## src/rtl/fetch_unit_if.sv

```systemverilog
// fetch_unit_if: controller and instruction-memory
// signals shared between the fetch unit and its neighbours.
interface fetch_unit_if;
  logic       loadIR;
  logic       incPC;
  logic       loadPC;
  logic       selPC;
  logic [7:0] regData;
  logic       halt;
  logic [7:0] memRdata;
  logic       memAck;
  logic [7:0] memAddr;
  logic       memReq;
  logic [7:0] pc;
  logic [3:0] opcode;
  logic [3:0] operand;
  logic [7:0] immExt;
  logic       stall;
  logic       seqErr;

  modport master (
    output loadIR, incPC, loadPC, selPC, regData,
    output halt, memRdata, memAck,
    input  memAddr, memReq, pc, opcode, operand,
    input  immExt, stall, seqErr
  );

  modport slave (
    input  loadIR, incPC, loadPC, selPC, regData,
    input  halt, memRdata, memAck,
    output memAddr, memReq, pc, opcode, operand,
    output immExt, stall, seqErr
  );
endinterface

```

## src/rtl/fetch_unit.sv

```systemverilog
// fetch_unit: PC/IR fetch stage with wait-state
// memory handshake, branch load, halt and error flag.
module fetch_unit (
  input  logic          clk,
  input  logic          rst,
  fetch_unit_if.slave   bus
);

  typedef enum logic [1:0] {
    RUN      = 2'd0,
    WAIT_MEM = 2'd1,
    HALTED   = 2'd2
  } state_t;

  state_t     state, state_nx;
  logic [7:0] pc_q, pc_nx;
  logic [7:0] ir_q, ir_nx;
  logic       inc_pend, inc_pend_nx;
  logic       seq_err, seq_err_nx;
  logic       mem_req;
  logic       stall_c;
  logic [7:0] imm;

  assign imm = {4'b0000, ir_q[3:0]};

  // State and datapath registers, cleared asynchronously
  always_ff @(posedge clk or posedge rst) begin
    if (rst) begin
      state    <= RUN;
      pc_q     <= 8'h00;
      ir_q     <= 8'h00;
      inc_pend <= 1'b0;
      seq_err  <= 1'b0;
    end else begin
      state    <= state_nx;
      pc_q     <= pc_nx;
      ir_q     <= ir_nx;
      inc_pend <= inc_pend_nx;
      seq_err  <= seq_err_nx;
    end
  end

  // Next-state, datapath updates and handshake outputs
  always_comb begin
    state_nx    = state;
    pc_nx       = pc_q;
    ir_nx       = ir_q;
    inc_pend_nx = inc_pend;
    seq_err_nx  = seq_err;
    mem_req     = 1'b0;
    stall_c     = 1'b0;
    unique case (state)
      RUN: begin
        // a branch load suppresses the fetch request
        mem_req = bus.loadIR & ~bus.loadPC;
        if (bus.halt) begin
          state_nx    = HALTED;
          inc_pend_nx = 1'b0;
        end else begin
          if (bus.incPC && !bus.loadIR)
            seq_err_nx = 1'b1;
          if (bus.loadPC) begin
            pc_nx = bus.selPC ? imm : bus.regData;
            if (bus.loadIR)
              seq_err_nx = 1'b1;
          end else if (bus.loadIR) begin
            if (bus.memAck) begin
              ir_nx = bus.memRdata;
              if (bus.incPC)
                pc_nx = pc_q + 8'd1;
            end else begin
              state_nx    = WAIT_MEM;
              inc_pend_nx = bus.incPC;
            end
          end
        end
      end
      WAIT_MEM: begin
        mem_req = 1'b1;
        stall_c = 1'b1;
        if (bus.halt) begin
          state_nx    = HALTED;
          inc_pend_nx = 1'b0;
        end else if (bus.memAck) begin
          ir_nx       = bus.memRdata;
          inc_pend_nx = 1'b0;
          state_nx    = RUN;
          if (inc_pend)
            pc_nx = pc_q + 8'd1;
        end
      end
      HALTED: begin
        state_nx = HALTED;
      end
      default: begin
        state_nx = RUN;
      end
    endcase
  end

  assign bus.memReq  = mem_req & ~rst;
  assign bus.stall   = stall_c & ~rst;
  assign bus.memAddr = pc_q;
  assign bus.pc      = pc_q;
  assign bus.opcode  = ir_q[7:4];
  assign bus.operand = ir_q[3:0];
  assign bus.immExt  = imm;
  assign bus.seqErr  = seq_err;

endmodule

```

## src/flat_wrapper.sv

```systemverilog
// flat-port wrapper written by rule: the top's interface ports become plain ports
module fetch_unit_flat 
  (clk, rst, bus_loadIR, bus_incPC, bus_loadPC, bus_selPC, bus_regData, bus_halt, bus_memRdata, bus_memAck, bus_memAddr, bus_memReq, bus_pc, bus_opcode, bus_operand, bus_immExt, bus_stall, bus_seqErr);
  fetch_unit_if bus_i ();
  input  logic clk;
  input  logic rst;
  input wire logic [$bits(bus_i.loadIR)-1:0] bus_loadIR;
  input wire logic [$bits(bus_i.incPC)-1:0] bus_incPC;
  input wire logic [$bits(bus_i.loadPC)-1:0] bus_loadPC;
  input wire logic [$bits(bus_i.selPC)-1:0] bus_selPC;
  input wire logic [$bits(bus_i.regData)-1:0] bus_regData;
  input wire logic [$bits(bus_i.halt)-1:0] bus_halt;
  input wire logic [$bits(bus_i.memRdata)-1:0] bus_memRdata;
  input wire logic [$bits(bus_i.memAck)-1:0] bus_memAck;
  output wire logic [$bits(bus_i.memAddr)-1:0] bus_memAddr;
  output wire logic [$bits(bus_i.memReq)-1:0] bus_memReq;
  output wire logic [$bits(bus_i.pc)-1:0] bus_pc;
  output wire logic [$bits(bus_i.opcode)-1:0] bus_opcode;
  output wire logic [$bits(bus_i.operand)-1:0] bus_operand;
  output wire logic [$bits(bus_i.immExt)-1:0] bus_immExt;
  output wire logic [$bits(bus_i.stall)-1:0] bus_stall;
  output wire logic [$bits(bus_i.seqErr)-1:0] bus_seqErr;
  assign bus_i.loadIR = bus_loadIR;
  assign bus_i.incPC = bus_incPC;
  assign bus_i.loadPC = bus_loadPC;
  assign bus_i.selPC = bus_selPC;
  assign bus_i.regData = bus_regData;
  assign bus_i.halt = bus_halt;
  assign bus_i.memRdata = bus_memRdata;
  assign bus_i.memAck = bus_memAck;
  assign bus_memAddr = bus_i.memAddr;
  assign bus_memReq = bus_i.memReq;
  assign bus_pc = bus_i.pc;
  assign bus_opcode = bus_i.opcode;
  assign bus_operand = bus_i.operand;
  assign bus_immExt = bus_i.immExt;
  assign bus_stall = bus_i.stall;
  assign bus_seqErr = bus_i.seqErr;
  fetch_unit u_core (.clk(clk), .rst(rst), .bus(bus_i));
endmodule
```

## config.mk

```make
export PLATFORM = sky130hd
export DESIGN_NAME = fetch_unit_flat
export DESIGN_NICKNAME = d
export VERILOG_FILES = /design/src/rtl/fetch_unit_if.sv /design/src/rtl/fetch_unit.sv /design/src/flat_wrapper.sv
export SDC_FILE = /design/constraint.sdc
export NUM_CORES = 1
export LEC_CHECK = 0
export CORE_MARGIN = 2
export CORE_UTILIZATION = 37
export DETAILED_ROUTE_END_ITERATION = 6
export PLACE_DENSITY_LB_ADDON = 0.25
export SETUP_SLACK_MARGIN = 0.1
export SLEW_MARGIN = 20
export SYNTH_ARGS = -nofsm -noshare
export SYNTH_HDL_FRONTEND = slang
export SYNTH_SLANG_ARGS = --single-unit
```

## constraint.sdc

```tcl
create_clock -name clk -period 1.7 [get_ports clk]
set_input_delay 0.425 -clock clk [delete_from_list [all_inputs] [get_ports clk]]
set_output_delay 0.425 -clock clk [all_outputs]
set_load 0.05 [all_outputs]
```

==> run_summary.xml <==
<?xml version="1.0" encoding="UTF-8"?>
<metrics>
  <group name="finish">
    <metric name="final_nets" unit="">216</metric>
    <metric name="antenna_cells" unit="">0</metric>
    <metric name="area_growth" unit="%">83.5</metric>
    <metric name="layout.cells.most_common_list" unit="">27 x sky130_fd_sc_hd__buf_12, 24 x sky130_fd_sc_hd__buf_4, 19 x sky130_fd_sc_hd__dfrtp_1</metric>
    <metric name="leading_cell_type_in_the_layout_fill_and_taps_excluded" unit="">sky130_fd_sc_hd__buf_12</metric>
    <metric name="final_area" unit="um2">2270</metric>
    <metric name="fillers" unit="">246</metric>
    <metric name="stdcell_count" unit="">236</metric>
    <metric name="utilization" unit="%">69.2</metric>
    <metric name="layout-drive-gt1-share" unit="%">45.3</metric>
  </group>
  <group name="global_routing">
    <metric name="antenna_violations_before_repair" unit="">0</metric>
    <metric name="number_of_global_route_vias_before_repair" unit="">1326</metric>
    <metric name="grt_first_pass_wirelength" unit="um">5720</metric>
    <metric name="pin_count_of_the_biggest_net_entering_global_routing" unit="">21</metric>
    <metric name="total_global_routing_track_utilization" unit="%">20.3</metric>
    <metric name="grt.overflow.total" unit="">0</metric>
  </group>
  <group name="logic_synthesis">
    <metric name="synth_top_area_share" unit="%">40.4</metric>
    <metric name="syn_inst" unit="">126</metric>
    <metric name="synth_cell_type_count" unit="">33</metric>
    <metric name="synthesized_cell_area" unit="um2">1240</metric>
    <metric name="ys_seq_area_share" unit="%">40.4</metric>
    <metric name="synth_area_leader_cell" unit="">sky130_fd_sc_hd__dfrtp_1</metric>
    <metric name="synth.area.top_cells" unit="">sky130_fd_sc_hd__dfrtp_1 40%, sky130_fd_sc_hd__buf_4 9.7%, sky130_fd_sc_hd__mux2_2 9.1%</metric>
    <metric name="synthArstFlopShare" unit="%">100</metric>
    <metric name="synth_enable_flop_cells" unit="">0</metric>
    <metric name="synth.ff_latch_count" unit="">20</metric>
    <metric name="synthFlopType" unit="">sky130_fd_sc_hd__dfrtp_1</metric>
    <metric name="synth-warning-count" unit="">0</metric>
    <metric name="syn-mean-instance-area" unit="um2">9.83</metric>
  </group>
  <group name="critical_path">
    <metric name="timing.critical_path.arrival" unit="ps">1250</metric>
    <metric name="timing_worst_setup_path_type" unit="">reg2out</metric>
    <metric name="start_kind" unit="">flip-flop</metric>
    <metric name="setup.worst_path.end_class" unit="">primary output</metric>
    <metric name="critical_path_peak_fanout" unit="">4</metric>
    <metric name="crit_start" unit="">u_core.state[0]</metric>
    <metric name="timing.rr.start" unit="">u_core.state[1]</metric>
    <metric name="worst_path_required_time" unit="ps">1270</metric>
  </group>
  <group name="pwr">
    <metric name="power.total" unit="mW">1.51</metric>
    <metric name="ir_drop" unit="uV">470</metric>
    <metric name="power-per-cell-area" unit="nW/um2">666</metric>
    <metric name="power.leakage" unit="nW">1.08</metric>
  </group>
  <group name="clock_tree">
    <metric name="clock-sinks" unit="">20</metric>
    <metric name="cts_tree" unit="">built</metric>
    <metric name="ctsLongestPathBuffers" unit="">2</metric>
    <metric name="clk_transition_reported_paths" unit="ps">120</metric>
    <metric name="clk_root_buffer_cell" unit="">sky130_fd_sc_hd__clkbuf_4</metric>
    <metric name="cts-buffers-inserted" unit="">3</metric>
    <metric name="ctsHtreeMaxLevel" unit="">1</metric>
    <metric name="clkLatencyLatePin" unit="ps">300</metric>
    <metric name="cts-hold-fix-buffers" unit="">0</metric>
  </group>
  <group name="placed_design">
    <metric name="post-place-ws" unit="ps">-421</metric>
    <metric name="dp_hpwl" unit="um">2590</metric>
    <metric name="count_of_placed_standard_cells_including_taps" unit="">223</metric>
    <metric name="portBuffers" unit="">54</metric>
    <metric name="postPlaceCellArea" unit="um2">2100</metric>
    <metric name="gp_congestion" unit="">0.913</metric>
  </group>
  <group name="sta">
    <metric name="rsz0062_at_grt" unit="">yes</metric>
    <metric name="setup_viol_count_final" unit="">0</metric>
    <metric name="post-route-worst-setup-slack" unit="ps">27.4</metric>
    <metric name="timing.final.hold_violations" unit="">0</metric>
    <metric name="fin_skew" unit="ps">7.33</metric>
    <metric name="post-route-min-period" unit="ps">1670</metric>
    <metric name="maxSlewViolCount" unit="">0</metric>
    <metric name="final.period_utilization" unit="%">98.4</metric>
    <metric name="timing.fmax" unit="MHz">598</metric>
  </group>
  <group name="hold_path">
    <metric name="min-delay-path-class" unit="">in2async</metric>
  </group>
  <group name="route">
    <metric name="avgRoutedWirePerCell" unit="um">15.2</metric>
    <metric name="detail_route.drc_violations" unit="">0</metric>
    <metric name="antenna_violating_nets_post_route" unit="">0</metric>
    <metric name="detailroute.via_count" unit="">1221</metric>
    <metric name="drt_iter0_drc" unit="">46</metric>
    <metric name="first_pass_iters" unit="">4</metric>
    <metric name="viasPerCell" unit="">5.17</metric>
    <metric name="totalWireLength" unit="um">3580</metric>
  </group>
  <group name="flow_run">
    <metric name="maxCapViolCount" unit="">0</metric>
  </group>
  <group name="floorplanning">
    <metric name="rows" unit="">21</metric>
    <metric name="io_pins" unit="">59</metric>
    <metric name="start_util" unit="%">37.7</metric>
    <metric name="core-area" unit="um2">3280</metric>
    <metric name="die-area" unit="um2">3830</metric>
    <metric name="die_width" unit="um">61.9</metric>
    <metric name="dieHeight" unit="um">61.9</metric>
  </group>
  <group name="run_status">
    <metric name="status" unit="">finished clean</metric>
  </group>
</metrics>
==> where the power goes <==
part	total, mW	internal, mW	leakage (nW)	switching [mW]
Sequential	0.582	0.511	0.261	0.0711
Clock	0.284	0.131	0.0210	0.153
Combinational	0.649	0.318	0.801	0.331
==> cell usage after synthesis (2+ instances only) <==
library cell and n:
sky130_fd_sc_hd__nand3_1 5, sky130_fd_sc_hd__and3_1 6, sky130_fd_sc_hd__dfrtp_1 20, sky130_fd_sc_hd__o22a_1 2, sky130_fd_sc_hd__o32a_1 3, sky130_fd_sc_hd__nand2_1 5, sky130_fd_sc_hd__nor3_1 4, sky130_fd_sc_hd__inv_1 4
sky130_fd_sc_hd__mux2i_1 5, sky130_fd_sc_hd__buf_2 3, sky130_fd_sc_hd__o21ai_0 2, sky130_fd_sc_hd__a21oi_1 13, sky130_fd_sc_hd__nor2_1 8, sky130_fd_sc_hd__mux2_2 10, sky130_fd_sc_hd__buf_4 16, sky130_fd_sc_hd__buf_6 3
==> flip-flops by register name (all words and copies together) (netlist names) <==
register            cells
u_core.bus.memAddr      8
u_core.ir_q             8
u_core.state            2
u_core.bus.seqErr       1
u_core.inc_pend         1
==> path summary, 6_finish.rpt <==
| path | endpoint | slack (ps) | cells past startpoint |
|---|---|---|---|
| hold reg to reg | u_core.bus.seqErr | 480 | 1 |
| setup reg to reg | u_core.bus.memAddr[4] | 110 | 4 |
| max in group asynchronous | u_core.bus.memAddr[0] | 1100 | 3 |
| min in group clk | u_core.bus.seqErr | 480 | 1 |
| setup / recovery | bus_stall | 30 | 4 |
| hold / removal | u_core.bus.memAddr[7] | 360 | 3 |
==> final cells by class <==
cell class	count	area, um2	area share (%)
repair buffers	80	1010	44.4
multi-input cells	82	652	28.7
flip-flops and latches	20	502	22.1
well taps	46	57.6	2.53
clock buffers	4	36.3	1.60
inverters	4	17.5	0.771
==> per-layer routing <==
metal | up-vias | wire, um | track usage [%]
met5 | - | 0 | 0
met4 | 0 | 56 | 7.90
met3 | 6 | 295 | 4.76
met1 | 590 | 1420 | 24.3
li1 | 561 | - | -
met2 | 64 | 1810 | 35.0
==> what timing repair did <==
action / 4_1_cts / 5_1_grt
resized for setup: 16 / 18
endpoints found under the setup margin: 18 / 13
pin swaps: 4 / 4
setup buffers: 7 / 2
==> cells by family after synthesis <==
family,synth area share [%]
buffers and inverters,15.2
other,0.303
AND/OR/NAND/NOR,13.3
adder cells (fa/ha/maj),1.01
AO/OA/AOI/OAI,16.7
flip-flops,40.4
multiplexers,13.1
==> stage by stage <==
step / hold slack [ps] / TNS, ps
6_report: 362 / 0
3_3_place_gp: 451 / -4610
4_1_cts: 367 / 0
2_1_floorplan: 389 / 0
5_1_grt: 382 / -44.5
3_5_place_dp: 457 / -5300
==> worst max-delay path: stages (launching register included) <==
cell,delay (ps)
sky130_fd_sc_hd__dfrtp_1,390
sky130_fd_sc_hd__buf_6,140
sky130_fd_sc_hd__inv_4,40
sky130_fd_sc_hd__nor3_4,210
sky130_fd_sc_hd__buf_12,160
Note: power is estimated with default switching activity, not from simulation.
